--- src/rtl/hydra_port_scheduler_pkg.sv ---
// -----------------------------------------------------------------------------
// hydra_pkg
// Purpose : shared constants, header layout and scheduler state encoding for
//           the hydra switch output-port scheduler.
// Ports   : none (package).
// -----------------------------------------------------------------------------
package hydra_pkg;

  localparam int NUM_PORT = 16;  // output ports on the switch
  localparam int NUM_PRI  = 8;   // priority queues per port, index 7 highest
  localparam int LEN_W    = 9;   // packet length field, in words
  localparam int WEIGHT_W = 4;   // WRR quantum, in packets
  localparam int PRI_W    = 3;   // log2(NUM_PRI)
  localparam int DST_W    = 4;   // log2(NUM_PORT)
  localparam int STAT_W   = 16;  // per-queue packet counter width

  // Packet header as stored at the head of each queue.
  typedef struct packed {
    logic [LEN_W-1:0] len;
    logic [PRI_W-1:0] pri;
    logic [DST_W-1:0] dst;
  } hydra_hdr_t;

  typedef enum logic [2:0] {
    IDLE,
    ARB,
    XFER,
    DRAIN,
    EOP
  } sched_state_e;

  // A zero-length header still occupies one word in packet memory.
  function automatic logic [LEN_W-1:0] eff_len(input logic [LEN_W-1:0] len);
    return (len == '0) ? LEN_W'(1) : len;
  endfunction

endpackage

--- src/rtl/hydra_port_scheduler_if.sv ---
// -----------------------------------------------------------------------------
// hydra_port_scheduler_if
// Purpose : bundles the queue-status inputs and the pop/framing outputs of one
//           output-port scheduler.
// Signals : wrr_en, ready, q_nonempty, q_head_len, q_weight   (to scheduler)
//           pop_req, pop_pri, pop_last, rd_sop, rd_vld,
//           rd_eop, busy                                     (from scheduler)
// Modports: master = queue manager / consumer side, slave = scheduler.
// -----------------------------------------------------------------------------
interface hydra_port_scheduler_if;

  logic                                              wrr_en;
  logic                                              ready;
  logic [hydra_pkg::NUM_PRI-1:0]                     q_nonempty;
  logic [hydra_pkg::NUM_PRI*hydra_pkg::LEN_W-1:0]    q_head_len;
  logic [hydra_pkg::NUM_PRI*hydra_pkg::WEIGHT_W-1:0] q_weight;

  logic                                              pop_req;
  logic [hydra_pkg::PRI_W-1:0]                       pop_pri;
  logic                                              pop_last;
  logic                                              rd_sop;
  logic                                              rd_vld;
  logic                                              rd_eop;
  logic                                              busy;

  modport master (
    output wrr_en, ready, q_nonempty, q_head_len, q_weight,
    input  pop_req, pop_pri, pop_last, rd_sop, rd_vld, rd_eop, busy
  );

  modport slave (
    input  wrr_en, ready, q_nonempty, q_head_len, q_weight,
    output pop_req, pop_pri, pop_last, rd_sop, rd_vld, rd_eop, busy
  );

endinterface

--- src/rtl/hydra_wrr_arbiter.sv ---
// -----------------------------------------------------------------------------
// hydra_wrr_arbiter
// Purpose : grant logic for one output port. Strict priority picks the highest
//           nonempty queue; WRR scans downward from a round-robin pointer for a
//           nonempty queue with credit, reloading all credits when none has any.
// Ports   : clk, rst          clock, async active-high reset
//           arb_en_i          scheduler is in ARB; commits credit/pointer update
//           wrr_en_i          1 = WRR, 0 = strict priority
//           q_nonempty_i      per-queue "has a packet"
//           q_weight_i        per-queue WRR quantum (0 behaves as 1)
//           gnt_o             granted queue index (combinational)
// -----------------------------------------------------------------------------
module hydra_wrr_arbiter
  import hydra_pkg::*;
(
  input  logic                        clk,
  input  logic                        rst,
  input  logic                        arb_en_i,
  input  logic                        wrr_en_i,
  input  logic [NUM_PRI-1:0]          q_nonempty_i,
  input  logic [NUM_PRI*WEIGHT_W-1:0] q_weight_i,
  output logic [PRI_W-1:0]            gnt_o
);

  logic [WEIGHT_W-1:0] credit_q    [NUM_PRI];
  logic [WEIGHT_W-1:0] credit_base [NUM_PRI];
  logic [NUM_PRI-1:0]  has_credit;
  logic [NUM_PRI-1:0]  eligible;
  logic                reload;
  logic                update;
  logic [PRI_W-1:0]    ptr_q, ptr_d;
  logic [PRI_W-1:0]    strict_gnt;
  logic [PRI_W-1:0]    wrr_gnt;

  // When no nonempty queue has credit, selection works on freshly reloaded
  // credits in the same cycle, so every nonempty queue becomes eligible.
  assign reload   = ~|has_credit;
  assign eligible = reload ? q_nonempty_i : has_credit;
  assign update   = arb_en_i & wrr_en_i & (|q_nonempty_i);

  generate
    for (genvar gi = 0; gi < NUM_PRI; gi++) begin : g_q
      logic [WEIGHT_W-1:0] weight;
      logic [WEIGHT_W-1:0] cr_q, cr_d;

      assign weight         = q_weight_i[gi*WEIGHT_W +: WEIGHT_W];
      assign has_credit[gi] = q_nonempty_i[gi] & (cr_q != '0);
      assign credit_base[gi] = reload ? ((weight == '0) ? WEIGHT_W'(1) : weight) : cr_q;
      assign cr_d = !update                 ? cr_q :
                    (wrr_gnt == PRI_W'(gi)) ? credit_base[gi] - 1'b1 :
                                              credit_base[gi];
      assign credit_q[gi] = cr_q;

      always_ff @(posedge clk or posedge rst) begin
        if (rst) cr_q <= '0;
        else     cr_q <= cr_d;
      end
    end
  endgenerate

  // NUM_PRI is a power of two, so index arithmetic wraps naturally in PRI_W bits.
  always_comb begin
    logic [PRI_W-1:0] idx;
    logic             found;
    strict_gnt = '0;
    for (int i = 0; i < NUM_PRI; i++) begin
      if (q_nonempty_i[i]) strict_gnt = PRI_W'(i);
    end
    wrr_gnt = ptr_q;
    found   = 1'b0;
    idx     = ptr_q;
    for (int k = 0; k < NUM_PRI; k++) begin
      idx = ptr_q - PRI_W'(k);
      if (!found && eligible[idx]) begin
        wrr_gnt = idx;
        found   = 1'b1;
      end
    end
  end

  // The pointer only leaves a queue once its quantum is used up.
  assign ptr_d = (update && credit_base[wrr_gnt] == WEIGHT_W'(1)) ? wrr_gnt - PRI_W'(1) : ptr_q;

  always_ff @(posedge clk or posedge rst) begin
    if (rst) ptr_q <= PRI_W'(NUM_PRI - 1);
    else     ptr_q <= ptr_d;
  end

  assign gnt_o = wrr_en_i ? wrr_gnt : strict_gnt;

endmodule

--- src/rtl/hydra_port_scheduler.sv ---
// -----------------------------------------------------------------------------
// hydra_port_scheduler
// Purpose : per-output-port read scheduler. On a pending request it picks one
//           priority queue (strict or WRR), pops the whole head packet word by
//           word and frames it with rd_sop / rd_vld / rd_eop.
// Ports   : clk, rst       clock, async active-high reset
//           sif (slave)    queue status in; pop_req/pop_pri/pop_last,
//                          rd_sop/rd_vld/rd_eop, busy out
//           stat_pkt_cnt   only with HYDRA_SCHED_STATS_EN: saturating 16-bit
//                          packet counter per queue, bumped at EOP
// Config  : define HYDRA_SCHED_STATS_EN to add the statistics counters.
// -----------------------------------------------------------------------------
module hydra_port_scheduler
  import hydra_pkg::*;
(
  input  logic                         clk,
  input  logic                         rst,
  hydra_port_scheduler_if.slave        sif
`ifdef HYDRA_SCHED_STATS_EN
  ,
  output logic [NUM_PRI*STAT_W-1:0]    stat_pkt_cnt
`endif
);

  sched_state_e     state_q, state_d;
  logic             pending_q, pending_d;
  logic [LEN_W-1:0] cnt_q, cnt_d;
  logic [PRI_W-1:0] pri_q, pri_d;
  logic [PRI_W-1:0] gnt;
  logic             first_q;
  logic             rd_vld_q;
  logic             any_ne;
  logic [LEN_W-1:0] head_len [NUM_PRI];

  generate
    for (genvar gi = 0; gi < NUM_PRI; gi++) begin : g_len
      assign head_len[gi] = sif.q_head_len[gi*LEN_W +: LEN_W];
    end
  endgenerate

  assign any_ne = |sif.q_nonempty;

  hydra_wrr_arbiter u_arb (
    .clk          (clk),
    .rst          (rst),
    .arb_en_i     (state_q == ARB),
    .wrr_en_i     (sif.wrr_en),
    .q_nonempty_i (sif.q_nonempty),
    .q_weight_i   (sif.q_weight),
    .gnt_o        (gnt)
  );

  // State register.
  always_ff @(posedge clk or posedge rst) begin
    if (rst) state_q <= IDLE;
    else     state_q <= state_d;
  end

  // Datapath registers. rd_vld is pop_req delayed by the memory read latency.
  always_ff @(posedge clk or posedge rst) begin
    if (rst) begin
      pending_q <= 1'b0;
      cnt_q     <= '0;
      pri_q     <= '0;
      first_q   <= 1'b0;
      rd_vld_q  <= 1'b0;
    end else begin
      pending_q <= pending_d;
      cnt_q     <= cnt_d;
      pri_q     <= pri_d;
      first_q   <= (state_q == ARB);
      rd_vld_q  <= (state_q == XFER);
    end
  end

  // Next state. A ready arriving during ARB is kept for the following packet.
  always_comb begin
    state_d   = state_q;
    pending_d = sif.ready | (pending_q & (state_q != ARB));
    cnt_d     = cnt_q;
    pri_d     = pri_q;
    case (state_q)
      IDLE:  if (pending_q && any_ne) state_d = ARB;
      ARB: begin
        state_d = XFER;
        pri_d   = gnt;
        cnt_d   = eff_len(head_len[gnt]);
      end
      XFER: begin
        if (cnt_q <= LEN_W'(1)) state_d = DRAIN;
        else                    cnt_d   = cnt_q - 1'b1;
      end
      DRAIN: state_d = EOP;
      EOP:   state_d = IDLE;
      default: state_d = IDLE;
    endcase
  end

  // Outputs.
  always_comb begin
    sif.pop_req  = 1'b0;
    sif.pop_pri  = '0;
    sif.pop_last = 1'b0;
    sif.rd_sop   = 1'b0;
    sif.rd_eop   = 1'b0;
    case (state_q)
      XFER: begin
        sif.pop_req  = 1'b1;
        sif.pop_pri  = pri_q;
        sif.pop_last = (cnt_q <= LEN_W'(1));
        sif.rd_sop   = first_q;
      end
      EOP:     sif.rd_eop = 1'b1;
      default: ;
    endcase
    sif.rd_vld = rd_vld_q;
    sif.busy   = (state_q != IDLE);
  end

`ifdef HYDRA_SCHED_STATS_EN
  generate
    for (genvar gi = 0; gi < NUM_PRI; gi++) begin : g_stat
      logic [STAT_W-1:0] stat_q;
      always_ff @(posedge clk or posedge rst) begin
        if (rst)
          stat_q <= '0;
        else if (state_q == EOP && pri_q == PRI_W'(gi) && stat_q != '1)
          stat_q <= stat_q + 1'b1;
      end
      assign stat_pkt_cnt[gi*STAT_W +: STAT_W] = stat_q;
    end
  endgenerate
`endif

endmodule

--- src/flat_wrapper.sv ---
// flat-port wrapper written by rule: the top's interface ports become plain ports
module hydra_port_scheduler_flat import hydra_pkg::*;
  (clk, rst, sif_wrr_en, sif_ready, sif_q_nonempty, sif_q_head_len, sif_q_weight, sif_pop_req, sif_pop_pri, sif_pop_last, sif_rd_sop, sif_rd_vld, sif_rd_eop, sif_busy);
  hydra_port_scheduler_if sif_i ();
  input  logic clk;
  input  logic rst;
  input wire logic [$bits(sif_i.wrr_en)-1:0] sif_wrr_en;
  input wire logic [$bits(sif_i.ready)-1:0] sif_ready;
  input wire logic [$bits(sif_i.q_nonempty)-1:0] sif_q_nonempty;
  input wire logic [$bits(sif_i.q_head_len)-1:0] sif_q_head_len;
  input wire logic [$bits(sif_i.q_weight)-1:0] sif_q_weight;
  output wire logic [$bits(sif_i.pop_req)-1:0] sif_pop_req;
  output wire logic [$bits(sif_i.pop_pri)-1:0] sif_pop_pri;
  output wire logic [$bits(sif_i.pop_last)-1:0] sif_pop_last;
  output wire logic [$bits(sif_i.rd_sop)-1:0] sif_rd_sop;
  output wire logic [$bits(sif_i.rd_vld)-1:0] sif_rd_vld;
  output wire logic [$bits(sif_i.rd_eop)-1:0] sif_rd_eop;
  output wire logic [$bits(sif_i.busy)-1:0] sif_busy;
  assign sif_i.wrr_en = sif_wrr_en;
  assign sif_i.ready = sif_ready;
  assign sif_i.q_nonempty = sif_q_nonempty;
  assign sif_i.q_head_len = sif_q_head_len;
  assign sif_i.q_weight = sif_q_weight;
  assign sif_pop_req = sif_i.pop_req;
  assign sif_pop_pri = sif_i.pop_pri;
  assign sif_pop_last = sif_i.pop_last;
  assign sif_rd_sop = sif_i.rd_sop;
  assign sif_rd_vld = sif_i.rd_vld;
  assign sif_rd_eop = sif_i.rd_eop;
  assign sif_busy = sif_i.busy;
  hydra_port_scheduler u_core (.clk(clk), .rst(rst), .sif(sif_i));
endmodule
--- config.mk ---
export PLATFORM = sky130hd
export DESIGN_NAME = hydra_port_scheduler_flat
export DESIGN_NICKNAME = d
export VERILOG_FILES = /design/src/rtl/hydra_port_scheduler_pkg.sv /design/src/rtl/hydra_port_scheduler_if.sv /design/src/rtl/hydra_wrr_arbiter.sv /design/src/rtl/hydra_port_scheduler.sv /design/src/flat_wrapper.sv
export SDC_FILE = /design/constraint.sdc
export NUM_CORES = 1
export LEC_CHECK = 0
export ABC_AREA = 1
export CAP_MARGIN = 40
export CORE_ASPECT_RATIO = 2
export CORE_MARGIN = 2
export CORE_UTILIZATION = 52
export CTS_CLUSTER_SIZE = 24
export DETAILED_ROUTE_END_ITERATION = 8
export GPL_TIMING_DRIVEN = 0
export PLACE_DENSITY = 0.83
export SLEW_MARGIN = 20
export SYNTH_ARGS = -nofsm -noshare
export SYNTH_HDL_FRONTEND = slang
export SYNTH_SLANG_ARGS = --single-unit
export TNS_END_PERCENT = 10
--- constraint.sdc ---
create_clock -name clk -period 4.5 [get_ports clk]
set_input_delay 0.9 -clock clk [delete_from_list [all_inputs] [get_ports clk]]
set_output_delay 0.9 -clock clk [all_outputs]
set_load 0.02 [all_outputs]
==> flow_summary.yaml <==
floorplan:
  die_w_um: 76.1
  fp.coreArea_um2: 10100
  start_util: 0.532
  pin_count: 125
  die_area_um2: 11300
  rows: 52
  fp.dieH_um: 148
placement:
  gp_congestion: 0.936
  dp_hpwl_um: 14500
  io_buffers: 123
  dp_cells: 1147
  place_area_um2: 6800
  pre_cts_slack_ps: -223
setup_path:
  arrival_ps: 4400
  required_ps: 4660
  critPathMaxFanout: 10
  worstSetupPathType: "in -> reg"
  reg2reg_setup_slack_ps: 320
  end_kind: "flop"
  startpoint_type: "input port"
finish:
  stdcell_count: 1159
  final_cell_area_um2: 7140
  drive_gt1_frac: 0.0879
  insertedDiodeCount: 0
  nets: 1157
  fillers: 962
  area_growth_pct: 32.1
cts:
  numCtsBuffers: 5
  max-clock-path-buffers: 2
  clock_sinks: 53
  root_buffer: "clkbuf_16"
  clock_latency_ps: 300
  clk_pin_slew_ps: 80
  cts_hold_buf: 0
  cts_tree: "done"
  htree_levels: 2
logic_synthesis:
  yosysWarnings: 0
  yosys.cell_types.count: 40
  synth_area_per_cell_um2: 6.07
  synth_cells: 889
  synth_area_leaders: "dfrtp_1 (23%), nand2_1 (19%), nand3_1 (10%)"
  synth_edf_count: 0
  ys_ff_latch: 53
  synth_top_area_frac: 0.232
  yosysMostFrequentCell: "nand2_1"
  synthArstFlopShare: 1.00
  synth_top_cell_by_area: "dfrtp_1"
  syn_nets: 1023
  synth_area_um2: 5400
  ys.flop_type: "dfrtp_1"
  ys_seq_area_frac: 0.246
  synth_commonest_cells: "nand2_1 (268), nand3_1 (110), nor2_1 (98)"
grt:
  grt_antenna_before_repair: 0
  overflow: 0
  grt_max_degree: 54
  grt_pass1_wl_um: 29300
  grt_pass1_vias: 6475
  gr-usage-all-layers: 0.326
timing:
  fin_ws_ps: 259
  finalHoldViolations: 0
  final_max_slew_viol_count: 0
  min_period_over_period: 0.942
  period_minus_slack_ps: 4240
  finalSetupViolations: 0
  max_freq_ghz: 0.236
  finClkSkew_ps: 7.39
  relSlewSlack: 0.468
  setup_tns_ps: 0
  tightest_slew_ps: 790
power_and_ir_drop:
  leakagePower_nw: 3.36
  power.density_nw_per_um2: 836
  worst_ir_drop_vdd_uv: 494
detailed_routing:
  drc: 0
  drt_iter0_drc: 382
  drt-total-wl_um: 18300
  post_drt_wl_per_cell_um: 15.8
  vias: 6433
  first_pass_iters: 6
  routed_via_density: 5.55
  ant_nets: 0
run_status:
  status: "complete, no violations"
worst_hold_path:
  min_path_type: "reg -> reg"
job:
  maxCapViolCount: 0
[placed cells by master, fill, tap and decap left out, types with 2 or more instances in the layout]
cell type and count:
a21oi_1 23, a31oi_1 3, buf_2 3, buf_4 5, buf_6 6, bufinv_16 2
clkbuf_1 18, clkbuf_16 5, clkdlybuf4s50_1 119, dfrtp_1 50, dfstp_2 3, dlymetal6s2s_1 4
ha_1 16, ha_2 2, inv_1 89, inv_2 6, nand2_1 254, nand2_2 22
nand2_4 3, nand3_1 104, nand3_2 13, nand3b_1 17, nand4_1 9, nor2_1 95
nor2_2 4, nor2_4 5, nor3_1 15, o211ai_1 3, o21ai_0 69, o21ai_1 4
o21bai_1 3, o22a_1 3, o31ai_1 4, o41ai_1 2, or2_2 4, xnor2_1 10
xor2_1 16
[path summary, 6_finish.rpt]
kind / startpoint / to / cells past startpoint
worst min-delay path: u_core.state_q[0] / u_core.state_q[0] / 1
worst min register to register: u_core.state_q[0] / u_core.state_q[0] / 1
worst max-delay path: sif_q_nonempty[3] / u_core.u_arb.g_q[5].cr_q[3] / 24
worst max register to register: u_core.u_arb.ptr_q[1] / u_core.u_arb.g_q[5].cr_q[3] / 22
min in group asynchronous: rst / u_core.sif.rd_vld / 2
max in group asynchronous: rst / u_core.u_arb.g_q[5].cr_q[1] / 2
[worst max-delay path, stage by stage]
cell	delay, ps
clkdlybuf4s50_1	560
nand2_2	100
nand2_2	120
nor2_4	60
nand3_1	90
nand3_1	170
nand3_2	130
nand3_2	90
nand2_4	150
nand3_2	140
nor2_4	140
nand3_2	110
nand2_1	90
nand2_1	50
nand2_1	120
nand2_1	180
inv_1	180
ha_1	170
inv_1	80
nor2_1	280
nand4_1	170
xnor2_1	170
nand2_1	60
o21ai_0	90
[state kept, by name, summed over array words and instances (netlist names)]
register	flops
u_core.u_arb.g_q.cr_q	32
u_core.cnt_q	9
u_core.pri_q	3
u_core.state_q	3
u_core.u_arb.ptr_q	3
u_core.first_q	1
u_core.pending_q	1
u_core.sif.rd_vld	1
[stage by stage]
step	util	power [W]	hold WS, ps
after floorplan	-	0.00398	429
after global placement	0.670	0.00508	454
after detailed placement	0.670	0.00515	456
after CTS	0.689	0.00572	467
after global routing	0.703	0.00648	477
final	0.703	0.00596	471
[report_power, final]
group          total, W  internal [W]  switching [W]
Combinational   0.00458       0.00156        0.00301
Clock          0.000517      0.000321       0.000195
Sequential     0.000869      0.000708       0.000161
[area by class of cell]
type | count | area, µm² | area share
tap | 135 | 169 | 0.0237
multi-input combinational | 709 | 3640 | 0.510
inverter | 97 | 367 | 0.0514
clock inverter | 3 | 68.8 | 0.00964
timing repair buffer | 125 | 1260 | 0.176
sequential | 53 | 1330 | 0.186
clock buffer | 5 | 125 | 0.0175
buffer | 32 | 184 | 0.0258
[layer usage]
metal | GRT usage | part of all wire | vias to the layer above
li1 | - | - | 3153
met2 | 0.656 | 0.55 | 305
met5 | 0 | 0 | -
met3 | 0.0352 | 0.045 | 121
met1 | 0.281 | 0.32 | 2854
met4 | 0.258 | 0.088 | 0
[what timing repair did]
item / in CTS / in global routing
endpoints found under the hold margin: 0 / 0
endpoints found under the setup margin: 0 / 26
resized for setup: 0 / 37
setup buffers: 0 / 2
[logic make-up (layout without fill, tap and decap cells)]
group,after synthesis,in the layout,synth area share
xor+xnor,26,26,0.0422
simple gates,545,547,0.447
fa+ha+maj,18,18,0.0417
flops,53,53,0.246
buf+inv,129,262,0.0999
compound gates,118,118,0.123
Note: power is estimated with default switching activity, not from simulation.
